===== src/rtl/pkt_fragmenter.sv =====
// Packet fragmenter: captures one encapsulated packet and emits it as
// LSB-first fixed-width flits over a valid/ready link.
module pkt_fragmenter #(
    parameter int PKT_WIDTH      = 1041,
    parameter int FLIT_WIDTH     = 256,
    parameter int NUM_FLITS      = (PKT_WIDTH + FLIT_WIDTH - 1) / FLIT_WIDTH,
    parameter int IDX_WIDTH      = (NUM_FLITS > 1) ? $clog2(NUM_FLITS) : 1,
    parameter int DROP_CNT_WIDTH = 8
) (
    input  logic                      clk,
    input  logic                      rst,
    input  logic [PKT_WIDTH-1:0]      pkt_data,
    input  logic                      valid_pkt_send,
    output logic [FLIT_WIDTH-1:0]     flit_data,
    output logic                      flit_valid,
    input  logic                      flit_ready,
    output logic                      flit_last,
    output logic [IDX_WIDTH-1:0]      flit_idx,
    output logic                      busy,
    output logic                      done_frag,
    output logic                      pkt_drop,
    output logic [DROP_CNT_WIDTH-1:0] drop_cnt
);

    localparam int PAD_WIDTH = NUM_FLITS * FLIT_WIDTH;

    localparam logic [1:0] S_IDLE = 2'd0;
    localparam logic [1:0] S_SEND = 2'd1;
    localparam logic [1:0] S_DONE = 2'd2;

    localparam logic [IDX_WIDTH-1:0] LAST_IDX = IDX_WIDTH'(NUM_FLITS - 1);

    logic [1:0]           state;
    logic [PKT_WIDTH-1:0] pkt_reg;
    logic [PAD_WIDTH-1:0] pkt_pad;
    logic                 handshake;

    // Zero padding makes the upper bits of the final flit read as zero.
    assign pkt_pad = PAD_WIDTH'(pkt_reg);

    assign flit_valid = (state == S_SEND);
    assign flit_last  = flit_valid && (flit_idx == LAST_IDX);
    assign busy       = (state != S_IDLE);
    assign done_frag  = (state == S_DONE);
    assign handshake  = flit_valid && flit_ready;

    always_comb begin
        flit_data = '0;
        if (state == S_SEND) begin
            for (int i = 0; i < NUM_FLITS; i++) begin
                if (flit_idx == IDX_WIDTH'(i)) begin
                    flit_data = pkt_pad[i*FLIT_WIDTH +: FLIT_WIDTH];
                end
            end
        end
    end

    always_ff @(posedge clk or posedge rst) begin
        if (rst) begin
            state    <= S_IDLE;
            pkt_reg  <= '0;
            flit_idx <= '0;
            pkt_drop <= 1'b0;
            drop_cnt <= '0;
        end else begin
            pkt_drop <= 1'b0;
            unique case (state)
                S_IDLE: begin
                    if (valid_pkt_send) begin
                        pkt_reg  <= pkt_data;
                        flit_idx <= '0;
                        state    <= S_SEND;
                    end
                end
                S_SEND: begin
                    if (handshake) begin
                        if (flit_idx == LAST_IDX) begin
                            state <= S_DONE;
                        end else begin
                            flit_idx <= flit_idx + 1'b1;
                        end
                    end
                end
                S_DONE: begin
                    flit_idx <= '0;
                    state    <= S_IDLE;
                end
                default: begin
                    state <= S_IDLE;
                end
            endcase
            // Packets offered while busy are discarded and counted.
            if (valid_pkt_send && (state != S_IDLE)) begin
                pkt_drop <= 1'b1;
                if (drop_cnt != '1) begin
                    drop_cnt <= drop_cnt + 1'b1;
                end
            end
        end
    end

endmodule


===== config.mk =====
export PLATFORM = sky130hd
export DESIGN_NAME = pkt_fragmenter
export DESIGN_NICKNAME = d
export VERILOG_FILES = /design/src/rtl/pkt_fragmenter.sv
export SDC_FILE = /design/constraint.sdc
export NUM_CORES = 2
export LEC_CHECK = 0
export ABC_AREA = 1
export CAP_MARGIN = 20
export CORE_AREA = 2 2 506 508
export CTS_BUF_LIST = sky130_fd_sc_hd__clkbuf_16
export DETAILED_ROUTE_END_ITERATION = 16
export DIE_AREA = 0 0 508 510
export PLACE_DENSITY = 0.48
export SLEW_MARGIN = 20
export SYNTH_ARGS = -nofsm -noshare
export SYNTH_HDL_FRONTEND = slang
export SYNTH_SLANG_ARGS = --single-unit

===== constraint.sdc =====
create_clock -name clk -period 72.2 [get_ports clk]
set_input_delay 21.66 -clock clk [delete_from_list [all_inputs] [get_ports clk]]
set_output_delay 21.66 -clock clk [all_outputs]
set_load 0.02 [all_outputs]

Yosys cells after proc, flatten, opt, wreduce, memory -nomap -nowiden
Index checks and enable logic that the tools add are counted.
- add/sub/neg operators: 2
- equal/unequal tests: 11
- muxes and demuxes: 15
- reductions and logical operators: 11
- operators by type and width (operator ; number):
    $mux 256 ; 6
    $mux 3 ; 3
    $pmux 3 s3 ; 1
    $add 8x1->8 const B ; 1
    $ne 8x8->1 const B ; 1
    $eq 3x2->1 const B ; 2
    $mux 2 ; 3
    $ne 2x1->1 const B ; 2
    $ne 2x2->1 const B ; 2
    $pmux 2 s2 ; 1
    $reduce_and 2->1 ; 2
    $reduce_and 4->1 ; 1
    $add 3x1->3 const B ; 1
    $eq 3x1->1 const B ; 1
    $eq 3x3->1 const B ; 1
    $logic_and 1x1->1 ; 3
    $logic_not 3->1 ; 1
    $reduce_and 3->1 ; 1
    $reduce_bool 3->1 ; 1
    $eq 2x1->1 const B ; 1
    $eq 2x2->1 const B ; 1
    $logic_not 2->1 ; 1
    $reduce_bool 2->1 ; 1
    $mux 1 ; 1
- register bits after elaboration: 1055
- input bits: 1045
- output and inout port bits: 272

Logic depth before layout (Yosys ltp)
- word-level depth: 7
- mapped depth: 13
- depth with buffers taken out: 9

Least setup slack after synthesis
Ideal clock, no wire load.
- path type: reg-to-output
- from: register flit_idx[2]
- to: output port flit_data[100]
- arrival time: 2301 ps
- data required time: 50540 ps
- setup slack: 48239 ps
- cell stages (with the launch flop): 10
- buffers on the path: 5
- path through: dfrtp_1 buf_4 inv_2 clkbuf_1 ha_1 clkbuf_1 clkbuf_1 clkbuf_1 nand2_1 a21oi_1
- word-level cells in the longest chain between the ends: 7
- elaborated cells between the ends (all ways): 11
- RTL lines (item ; line ; text):
    start, declared ; 18 ; output logic [IDX_WIDTH-1:0] flit_idx,
    start signal, assigned ; 80 ; flit_idx <= flit_idx + 1'b1;
    $logic_not 3->1 ; 51 ; if (flit_idx == IDX_WIDTH'(i)) begin
    $mux 256 (4 in a row) ; 51 ;
    $mux 256 * ; 51 ;
    $mux 256 * ; 49 ; if (state == S_SEND) begin
    end, declared ; 14 ; output logic [FLIT_WIDTH-1:0] flit_data,
Every way passes the cells marked *; elsewhere a longest branch is shown, timed or not.

==> summary.txt <==
Outcome
  • Status: finished, final reports clean

Synth
  • EDFF count, synth: 0
  • Post-synth top cells: nand2_1 (1344), dfrtp_1 (1055), inv_1 (809), a21oi_1 (785), nor2_1 (778)
  • Synth top area cells: dfrtp_1 (51%), nand2_1 (9.7%), mux2_2 (8.9%)
  • Cell taking the most area after synthesis: dfrtp_1
  • Most used standard cell by instance count after synthesis: nand2_1
  • Total of warnings raised by yosys: 0
  • Syn Area/Cell: around 8.3 um^2
  • Synthesis-stage register bit count: between 1000 and 1500
  • Ys async rst share: 100.0%
  • Yosys cell types: 23
  • Top_reg_cell synth: dfrtp_1
  • Sequential area share after synthesis: 50.69%
  • Synth top area share: between 50% and 60%
  • Syn nets: between 7000 and 8000
  • Synth Instances: around 6300
  • Synth Cell Area: 0.05208 mm^2

Floorplanning
  • Core area: ~0.25 mm^2
  • Top Ports: approximately 1300
  • Die area: approximately 0.26 mm^2
  • Starting density of the core: 20.55%
  • Die width: ~510 um
  • Die Height: 510 um
  • # rows: roughly 190

GRT
  • GRT Resource Usage Total: about a fifth
  • Vias in the first global route: ~48000
  • Largest net degree at the start of global routing: around 200
  • Global-route wire length before repair: between 300000 and 400000 um
  • Initial antenna violation count: 152
  • Gr ovfl total: 0

Timing
  • RSZ-0062 raised after global routing: no
  • Final hold slack: about 0.49 ns
  • Worst rel slew slack: between 20% and 30%
  • Slew Limit Fails: 0
  • Fin worst setup slack: 44.24 ns
  • Hold Fails Final Rpt: 0
  • Slew @ Worst Pin: 1.074 ns
  • Setup violations, final: 0
  • Min Clock Period, post-route: 27.96 ns
  • Period utilization: 38.73%
  • Max Freq: about 36 MHz
  • Setup Total Neg Slack: 0 ns
  • Layout Skew: 0.03271 ns

Pwr
  • Clock network power share: 18.7%
  • Leak Pwr: 33.75 nW
  • P per Cell Area: 48.13 mW/mm^2
  • Max rail drop VDD: 0.00002820 V
  • Internal: around 1.9 mW
  • Sequential share of power: 28.8%
  • Sw Share: between 40% and 50%
  • Pwr Total: 3.483 mW
  • Net load switching power: 1.567 mW
  • Power share of the combinational group: between 50% and 60%

Detailed routing
  • Total wire length: 260800 um
  • Initial DRT Pass Iterations: 5
  • Vias per cell: 4.422
  • Post-DR wirelength/cell: 23.95 um
  • Vias: slightly below 50000
  • Post-route DRC: 0
  • Post-route ant nets: 0
  • Iteration-0 DRC Markers: 3795

Final layout
  • Max FFs per register: between 1000 and 1500
  • Area Overhead vs Synth: 38.94%
  • Layout cells sized above 1: 8.970%
  • Final Net Count: 8417
  • Final core occ: 28.55%

Clocking
  • CTS resizes: 0
  • CTS HTree Levels: 4
  • Post-CTS Setup Inserts: 0
  • Clock Latency Late Sink: between 0.7 and 0.8 ns
  • CTS tree: built
  • Max clock buf depth: 3
  • Sink Count: 1055
  • Inserted Clock Buffers: 136
  • Cts hold-fix bufs: 0
  • Root Driver: clkbuf_16
  • Clock transition at path regs: ~0.060 ns

Run
  • Max-cap violations: 0

Worst setup path
  • Crit-path max cell delay: 0.88 ns
  • Highest net fanout along the worst path: 137
  • Slowest cell on the critical path: buf_4
  • Most frequent CP cell: buf_4
  • Crit path kind: input pin to async pin
  • Crit path required time: 72.95 ns
  • CP Cell Sequence: clkdlybuf4s50_1, inv_8, buf_4, buf_4, buf_4, buf_4, buf_12, buf_4, buf_4
  • Crit. End Element: async pin
  • CP arrival: 28.71 ns
  • CP Launch Type: input pin

Placed design
  • Placement Setup Slack: 43.17 ns
  • Detail Placement HPWL: ~200000 um
  • Port Buf Inserts: 1316
  • GPL Wtd Cong: around 0.95

Worst hold path
  • Hold Path Class: flop to flop
cells in the final DEF, fill, tap and decap left out, types with 2 or more instances in the layout:
cell             synthesis  routed
nand2_1               1344    1342
mux2_2                 412     412
nor2_4                   1       3
nor2_1                 778     777
buf_12                   0       8
clkbuf_16                0     140
nand4_1                  2       2
nand3_1                519     519
inv_6                    0       6
clkinv_8                 0       2
diode_2                  0      53
ha_4                     0       2
inv_16                   0       2
clkinv_4                 0       2
clkinv_16                0       3
buf_4                   13      65
o21ai_0                 19      19
xor2_1                   2       2
a21oi_1                785     785
inv_1                  809     843
clkdlybuf4s50_1          0    1316
inv_8                    0       3
clkinv_1                 1      33
mux2_1                 100     100
xnor2_1                  2       2
bufinv_16                0       3
nand2_4                  0       2
clkinv_2                 0      14
dfrtp_1               1055    1055
ha_1                     6       4
worst paths after layout:
kind	startpoint	end	slack (ns)	depth (start not counted)
min reg2reg	pkt_reg[927]	pkt_reg[927]	0.49	1
min in group asynchronous	rst	pkt_reg[137]	21.44	2
max	rst	pkt_reg[991]	44.24	9
max in group clk	flit_idx[2]	flit_data[98]	44.49	8
min	pkt_reg[927]	pkt_reg[927]	0.49	1
max reg2reg	state[0]	pkt_reg[813]	67.04	7
logic make-up after synthesis:
group                    share of synthesized area [%]
AND/OR/NAND/NOR                                  20.36
adder cells (fa/ha/maj)                         0.1441
XOR/XNOR                                       0.06728
flip-flops                                       50.69
buffers and inverters                            9.939
AO/OA/AOI/OAI                                    7.726
multiplexers                                     11.07
per-layer routing:
layer  wire (um)  share of wire (%)  vias up  global-route usage [%]
li1            -                  -    21930                       -
met1      108200                 41    23940                   23.91
met2      121200                 46     1707                   31.19
met3       22760                8.7      445                   6.791
met4        7839                3.0      126                   6.998
met5         791               0.30        -                       0
critical path, delay by kind of cell:
| kind | cells | cell delay, ns |
|---|---|---|
| buffers and inverters | 9 | 6.50 |
stage by stage:
step                      cells  area [um^2]
after floorplan            6267        52080
after global placement    10590        68070
after detailed placement  10590        68070
after CTS                 10840        72230
after global routing      10860        72300
final                     10890        72360
area by class of cell:
cell class | count | area, um^2
Antenna cell | 53 | 132.6
Sequential cell | 1055 | 26400
Inverter | 811 | 3067
Tap cell | 3366 | 4212
Fill cell | 27360 | 181100
Clock buffer | 140 | 3503
Multi-Input combinational cell | 3973 | 20570
Clock inverter | 101 | 655.6
Timing Repair Buffer | 1389 | 13820
power by group through the flow:
stage                     sequential (mW)  clock, mW  combinational [mW]
final                                1.00      0.651                1.83
after global routing                 1.03      0.692                1.98
after CTS                            1.00      0.669                1.85
after detailed placement             1.01          0                1.84
after global placement               1.00          0                1.83
after floorplan                     0.975          0                1.04
No activity file was read; power rests on OpenSTA's default activity.
